### config.mk
export PLATFORM = sky130hd
export DESIGN_NAME = time_msg_tx
export DESIGN_NICKNAME = d
export VERILOG_FILES = /design/src/rtl/time_msg_tx_pkg.sv /design/src/rtl/time_msg_tx_enc.sv /design/src/rtl/time_msg_tx.sv
export SDC_FILE = /design/constraint.sdc
export NUM_CORES = 1
export LEC_CHECK = 0
export CORE_MARGIN = 4
export CORE_UTILIZATION = 45
export CTS_CLUSTER_DIAMETER = 60
export DETAILED_ROUTE_END_ITERATION = 16
export PLACE_DENSITY = 0.75
export SYNTH_ARGS = -nofsm -noshare
export SYNTH_HDL_FRONTEND = slang
export SYNTH_SLANG_ARGS = --single-unit
### constraint.sdc
create_clock -name iClk -period 1.9 [get_ports iClk]
set_input_delay 0.38 -clock iClk [delete_from_list [all_inputs] [get_ports iClk]]
set_output_delay 0.38 -clock iClk [all_outputs]
set_load 0.03 [all_outputs]
### src/rtl/time_msg_tx_pkg.sv
// Shared definitions for the time message transmitter.
// Optional macro TIME_MSG_CRLF_EN adds a CR byte ahead of the line terminator.
package time_msg_tx_pkg;

  typedef enum logic [1:0] {
    StIdle,
    StSend,
    StDone
  } stateT;

  localparam int unsigned MsgLenCrlf = 10;
  localparam int unsigned MsgLenLf   = 9;

`ifdef TIME_MSG_CRLF_EN
  localparam int unsigned MsgLen = MsgLenCrlf;
`else
  localparam int unsigned MsgLen = MsgLenLf;
`endif

  localparam logic [3:0] LastIdx = 4'(MsgLen - 1);

  localparam logic [7:0] AsciiZero  = 8'h30;
  localparam logic [7:0] AsciiColon = 8'h3A;
  localparam logic [7:0] AsciiCr    = 8'h0D;
  localparam logic [7:0] AsciiLf    = 8'h0A;

  // Invalid BCD collapses to '0' so the output is always a digit character.
  function automatic logic [7:0] encDigit(input logic [3:0] d);
    return (d <= 4'd9) ? (AsciiZero + {4'h0, d}) : AsciiZero;
  endfunction

endpackage

### src/rtl/time_msg_tx_enc.sv
// Encoder: one BCD digit to its ASCII character.
module time_msg_tx_enc
  import time_msg_tx_pkg::*;
(
  input  logic [3:0] iDigit,
  output logic [7:0] oAscii
);

  // Pure combinational lookup.
  always_comb begin
    oAscii = encDigit(iDigit);
  end

endmodule

### src/rtl/time_msg_tx.sv
// Time message transmitter: snapshots HH:MM:SS on start and pushes the ASCII
// line into the UART TX FIFO one byte per non-full cycle.
// Optional macro TIME_MSG_CRLF_EN emits CR before the line terminator.
module time_msg_tx
  import time_msg_tx_pkg::*;
#(
  parameter logic [7:0] SEP_CHAR = AsciiColon,
  parameter logic [7:0] EOL_CHAR = AsciiLf
) (
  input  logic       iClk,
  input  logic       iRst_n,
  input  logic       iStart,
  input  logic [3:0] iHour10,
  input  logic [3:0] iHour1,
  input  logic [3:0] iMin10,
  input  logic [3:0] iMin1,
  input  logic [3:0] iSec10,
  input  logic [3:0] iSec1,
  input  logic       iFifoFull,
  output logic [7:0] oPushData,
  output logic       oPush,
  output logic       oBusy,
  output logic       oDone
);

  stateT            stateQ, stateD;
  logic [3:0]       idxQ, idxD;
  logic [5:0][3:0]  snapQ, snapD;
  logic [5:0][7:0]  encAscii;
  logic [7:0]       msgByte;

  // Six encoders, slot 0 = hour tens through slot 5 = second units.
  for (genvar g = 0; g < 6; g++) begin : gEnc
    time_msg_tx_enc uEnc (
      .iDigit (snapQ[g]),
      .oAscii (encAscii[g])
    );
  end

  // State, index and snapshot registers.
  always_ff @(posedge iClk or negedge iRst_n) begin
    if (!iRst_n) begin
      stateQ <= StIdle;
      idxQ   <= 4'd0;
      snapQ  <= '0;
    end else begin
      stateQ <= stateD;
      idxQ   <= idxD;
      snapQ  <= snapD;
    end
  end

  // Byte selection by message index.
  always_comb begin
    msgByte = 8'h00;
    case (idxQ)
      4'd0: msgByte = encAscii[0];
      4'd1: msgByte = encAscii[1];
      4'd2: msgByte = SEP_CHAR;
      4'd3: msgByte = encAscii[2];
      4'd4: msgByte = encAscii[3];
      4'd5: msgByte = SEP_CHAR;
      4'd6: msgByte = encAscii[4];
      4'd7: msgByte = encAscii[5];
`ifdef TIME_MSG_CRLF_EN
      4'd8: msgByte = AsciiCr;
      4'd9: msgByte = EOL_CHAR;
`else
      4'd8: msgByte = EOL_CHAR;
`endif
      default: msgByte = 8'h00;
    endcase
  end

  // Next-state logic and outputs.
  always_comb begin
    stateD    = stateQ;
    idxD      = idxQ;
    snapD     = snapQ;
    oPush     = 1'b0;
    oPushData = 8'h00;
    oBusy     = 1'b0;
    oDone     = 1'b0;
    case (stateQ)
      StIdle: begin
        if (iStart) begin
          snapD  = {iSec1, iSec10, iMin1, iMin10, iHour1, iHour10};
          idxD   = 4'd0;
          stateD = StSend;
        end
      end
      StSend: begin
        oBusy     = 1'b1;
        oPush     = ~iFifoFull;
        oPushData = msgByte;
        // A full FIFO holds index and data so nothing is dropped or repeated.
        if (!iFifoFull) begin
          if (idxQ == LastIdx) begin
            idxD   = 4'd0;
            stateD = StDone;
          end else begin
            idxD = idxQ + 4'd1;
          end
        end
      end
      StDone: begin
        oBusy  = 1'b1;
        oDone  = 1'b1;
        stateD = StIdle;
      end
      default: stateD = StIdle;
    endcase
  end

endmodule

[After elaboration in Yosys (flattened, before gate mapping)]
Cells that the tools add are included.
Operators by class
  add/subtract/negate cells: 7
  shifts and indexed selects: 0
  $mul: 0
  order comparisons: 6
  div/mod/pow operators: 0
  equality and inequality tests: 13
  bitwise gates (word level): 1
  multiplexer cells: 19
  reductions and logical operators: 8
Operators with widths (number)
  one-hot mux 8 bit (8 select lines): 1
  two-way mux 8 bit: 7
  adder 6 x 4 -> 7 bit, first input constant: 6
  <= comparator 4 bit, second input constant: 6
  equality test 4 x 3 -> 1 bit, second input constant: 4
  two-way mux 4 bit: 3
  equality test 4 x 2 -> 1 bit, second input constant: 2
  one-hot mux 4 bit (2 select lines): 1
  two-way mux 2 bit: 3
  inequality test 2 bit, second input constant: 3
  AND reduction 3 bit: 2
  adder 4 x 1 -> 4 bit, second input constant: 1
  equality test 4 x 1 -> 1 bit, second input constant: 1
  equality test 4 bit, second input constant: 1
  zero test 4 bit: 1
  one-hot mux 2 bit (2 select lines): 1
  OR reduction 2 bit: 2
  two-way mux 1 bit: 3
  equality test 2 x 1 -> 1 bit, second input constant: 1
  equality test 2 bit, second input constant: 1
  zero test 2 bit: 1
  AND reduction 2 bit: 1
  nonzero test 2 bit: 1
  NOT 1 bit: 1
Word-level totals
  RAM bits: 0
  logic and storage cells: 62
  latch bits: 0
  flip-flop bits (word level): 30
  memories: 0
  input bits: 28
  memory bits (read-only): 0
  output and inout bits: 11

[Longest topological paths before layout]
  depth in word-level cells: 4
  mapped depth: 7
  gate-level depth less buffers: 6

[Hierarchy]
A second synthesis with hierarchy kept.
Unflattened totals
  cells, all modules: 224
  area total of the unflattened synthesis: 2258.4 um^2
Modules (own cells, without submodules)
  time_msg_tx: cells an instance 158, sequential area each 750.7 um^2, instances 1, area an instance 1815.5 um^2
  time_msg_tx_enc: cells an instance 11, sequential area each 0.0 um^2, instances 6, area an instance 73.8 um^2

[Worst setup path after synthesis]
No wires, ideal clock.
  kind: flip-flop to output port
  start: register idxQ[0]
  end: output oPushData[1]
  path slack: -0.360 ns
  stages on the path, launching flop included: 8
  path buffers: 1
  arrival time: 1.880 ns
  required time: 1.520 ns
  path through: dfrtp_1 > inv_1 > ha_1 > buf_4 > nor4b_1 > a22o_1 > a221oi_1 > a31oi_1
Between the ends
  cells in the longest elaborated chain, start to end: 4
  elaborated cells between the ends (all ways): 12
  classes of those cells: eq/ne (8); mux (2); reduce/logical (2)
RTL lines
  start, declared: line time_msg_tx.sv:27  | logic [3:0] idxQ, idxD;
  start signal, assigned: line time_msg_tx.sv:48  | idxQ <= idxD;
  equality test 4 x 3 -> 1 bit / equality test 4 x 2 -> 1 bit (equally long branches): line time_msg_tx.sv:56  | case (idxQ)
  OR reduction 2 bit (no source line)
  one-hot mux 8 bit (8 select lines) *: line time_msg_tx.sv:56
  two-way mux 8 bit *: line time_msg_tx.sv:84  | case (stateQ)
  end, declared: line time_msg_tx.sv:20  | output logic [7:0] oPushData,
Mark *: on every way between the ends. The rest lies on a longest branch, timed or not.

[Worst setup path after layout]
  start: register idxQ[1]
  end: output oPushData[3]
Same word-level chain as after synthesis.

==> flow_metrics.py <==
metrics = {
    "cells_and_area": {
        "multi_input_logic_area_mm2": 0.001184,
        "finish.cell_count_without_fillers": 262,
        "insertedDiodeCount": 0,
        "most_common_cell_after_layout_fill_and_taps_aside": "dfrtp_1",
        "most-common-layout-cells": "dfrtp_1, clkdlybuf4s50_1, buf_4",
        "syn2layout_area_growth_pct": 53.09,
        "area.sequential_um2": 752.0,
        "share_of_layout_cells_above_drive_strength_1_pct": 36.92,
        "final_nets": 249,
        "n_fill_cell": 274,
    },
    "synth": {
        "synth_simple_gate_area_share_pct": 18.21,
        "post_synth_edffs": 0,
        "yosysWarnings": 0,
        "syn_area_mm2": 0.001779,
        "main_combinational_cell_family_by_area_after_synthesis": "simple AND/OR/NAND/NOR gates",
        "synthesis.instances": 152,
        "synth_seq_cells": 30,
        "ys_async_sr_fraction_pct": 100.0,
        "synth.mux.area_fraction_pct": 16.88,
        "synth_cell_type_count": 41,
        "synthAdderAreaFrac_pct": 5.626,
        "synth_compound_gate_area_share_pct": 12.03,
        "synth.avg_cell_area_um2": 11.71,
        "fraction_of_the_yosys_area_taken_by_sequential_cells_pct": 42.19,
        "synth_xor_area_share_pct": 0,
        "synthFlopType": "dfrtp_1",
    },
    "drt": {
        "vias_post_dr": 1446,
        "drt.antenna.violating_nets": 0,
        "routed_wire_length_per_instance_um": 17.31,
        "drt_wl_total_mm": 4.536,
        "router_iterations_before_antenna_repair": 4,
        "drt-vias-per-instance": 5.519,
        "detail_route.iter0.violations": 66,
        "route.detailed.drc": 0,
    },
    "placed_design": {
        "port-buffer-count": 36,
        "place.gp.congestion": 0.8350,
        "placedCellCount": 252,
        "detailedPlacementHpwl_mm": 3.474,
    },
    "sta": {
        "grt_setup_unrepaired": "yes",
        "timing.final.hold_violations": 0,
        "final.setup_skew_ps": 6.161,
        "worst_hold_slack_ps": 488.1,
        "min_period_ps": 2276,
        "post-route-period-util_pct": 119.8,
        "timing.final.setup_violations": 6,
        "fmax_mhz": 439.4,
        "final-max-slew-violation-count": 0,
        "worst_slack_ps": -375.7,
    },
    "power": {
        "power_leakage_uw": 0.001149,
        "irDropWorstVdd_mv": 0.8904,
        "pwr_density_cell_mw_per_mm2": 1537,
        "total_power_uw": 4186,
    },
    "worst_setup_path": {
        "r2r-end": "stateQ[0]$_DFFE_PN0P_",
        "max_stage_delay_ps": 390,
        "ff2ff_setup_slack_ps": 230,
        "reg2reg_from": "idxQ[1]$_DFFE_PN0P_",
        "critical_path.endpoint_type": "output pin",
        "worst-path-max-fanout": 3,
        "worstRegToRegCells": 9,
        "critPathLaunchType": "register",
        "critical-path-slowest-cell": "dfrtp_1",
        "critical_path_class": "register to output pin",
        "path_cells": "buf_6 -> ha_4 -> buf_6 -> nand3b_4 -> nor4b_4 -> a31oi_1 -> a41oi_2 -> buf_6",
        "worst_ep_arrival_time_ps": 1900,
        "worstPathRequired_ps": 1520,
        "worst_path_most_repeated_cell": "buf_6",
    },
    "cts": {
        "root_buffer": "clkbuf_8",
        "deepest_level_of_the_cts_h_tree": 2,
        "cts_inserted_buffers": 5,
        "clock_latency_ps": 280,
        "clock_sink_count": 30,
        "cts_hold_buffers": 0,
        "clock_tree_from_tritoncts": "done",
        "clk_transition_reported_paths_ps": 70,
        "cts.path.max_buffers": 2,
    },
    "die": {
        "placeableCoreArea_mm2": 0.003744,
        "ios": 39,
        "initial_utilization_pct": 47.53,
        "fp.dieH_um": 70.88,
        "die_x_um": 70.88,
        "rows": 22,
        "die_ar_mm2": 0.005024,
    },
    "global_routing": {
        "grt_pass1_wl_mm": 7.507,
        "overflow_left_after_global_routing": 0,
        "vias_in_the_first_global_route": 1592,
        "maximum_number_of_pins_on_one_net_before_global_route_repair": 31,
        "grtUsageTotal_pct": 19.00,
        "antenna_found_initial": 0,
    },
    "status": {
        "failed_checks": "negative setup slack",
        "status": "finished with violations",
    },
    "hold_path": {
        "hold_path_class": "input port to async pin",
    },
    "job": {
        "maxCapViolations": 0,
    },
}
cell families (layout without fill, tap and decap cells):
group	Yosys count	after routing
AO/OA/AOI/OAI	32	32
buffers and inverters	14	75
adder cells (fa/ha/maj)	8	8
AND/OR/NAND/NOR	40	40
multiplexers	27	27
other	1	2
flip-flops	30	30
area by class of cell:
class	count	area share, %
clock buffer	7	2.802
clock inverter	1	1.102
multi-input combinational	109	43.45
sequential	30	27.61
inverter	4	0.5512
tap	48	2.205
timing repair buffer	63	22.28
worst max-delay path by stage:
stage / start / to / cells after the start
2_1_floorplan: idxQ[0]$_DFFE_PN0P_ / oPushData[1] / 7
3_3_place_gp: idxQ[0]$_DFFE_PN0P_ / oPushData[1] / 8
3_5_place_dp: idxQ[0]$_DFFE_PN0P_ / oPushData[1] / 8
4_1_cts: idxQ[0]$_DFFE_PN0P_ / oPushData[1] / 7
5_1_grt: idxQ[1]$_DFFE_PN0P_ / oPushData[3] / 8
6_report: idxQ[1]$_DFFE_PN0P_ / oPushData[3] / 8
layer usage:
| layer | global-route usage, % | wire [um] |
|---|---|---|
| met3 | 4.403 | 227 |
| met4 | 5.010 | 19 |
| met2 | 32.34 | 2367 |
| met1 | 24.30 | 1922 |
| met5 | 0 | 0 |
stage by stage:
stage	utilization [%]	setup slack [ps]	setup TNS (ps)	cell area, um^2
6_report	72.76	-375.7	-1950	2724
5_1_grt	72.76	-466.4	-2523	2724
4_1_cts	70.59	-389.0	-2012	2643
3_5_place_dp	63.87	-207.1	-914.1	2391
3_3_place_gp	63.87	-158.9	-700.7	2391
2_1_floorplan	-	-76.80	-232.4	1847
where the power goes:
group          internal, uW  total, uW  switching (uW)
Sequential              936       1300             369
Combinational          1210       2260            1050
Clock                   392        620             228
Total                  2540       4190            1650
registers in the layout, indices dropped and copies added (netlist names):
| name | flops |
|---|---|
| idxQ | 4 |
| snapQ | 24 |
| stateQ | 2 |
cells in the mapped netlist (2+ instances only):
master,count,area share (%)
nor3b_1,2,0.84
a21oi_1,2,0.56
mux2_1,20,13
a31oi_1,5,1.8
buf_2,2,0.56
nand4_1,6,2.1
nand2_1,2,0.42
dfrtp_1,30,42
o21ai_1,4,1.1
a22oi_1,4,1.7
nor4b_2,3,2.5
buf_6,2,1.3
nor2_1,5,1.1
nand3b_4,2,2.3
o21ai_0,6,1.7
nor2b_1,4,1.4
nand2b_1,2,0.70
mux2_2,4,2.5
and4_1,2,0.98
mux2i_1,3,1.7
a21o_1,2,0.84
nor3_1,2,0.56
inv_1,4,0.84
a22o_1,3,1.5
nor4_1,3,1.1
ha_1,8,5.6
a41oi_1,2,0.98
buf_4,4,1.7
nor3b_2,2,1.4
critical path: cells and delay by family, from the launching register on:
family | cells | cell delay, ps
buffers and inverters | 3 | 410
DFF | 1 | 390
and+or+nand+nor | 2 | 380
AOI/OAI and AO/OA | 2 | 290
adders and majority gates | 1 | 150
repair_timing:
| action | in CTS | in global routing |
|---|---|---|
| cloned | 0 | 0 |
| endpoints found under the setup margin | 9 | 7 |
| pin swaps | 9 | 8 |
| resized for setup | 32 | 13 |
| buffers inserted | 2 | 1 |
Power figures use the tool's default switching activity.
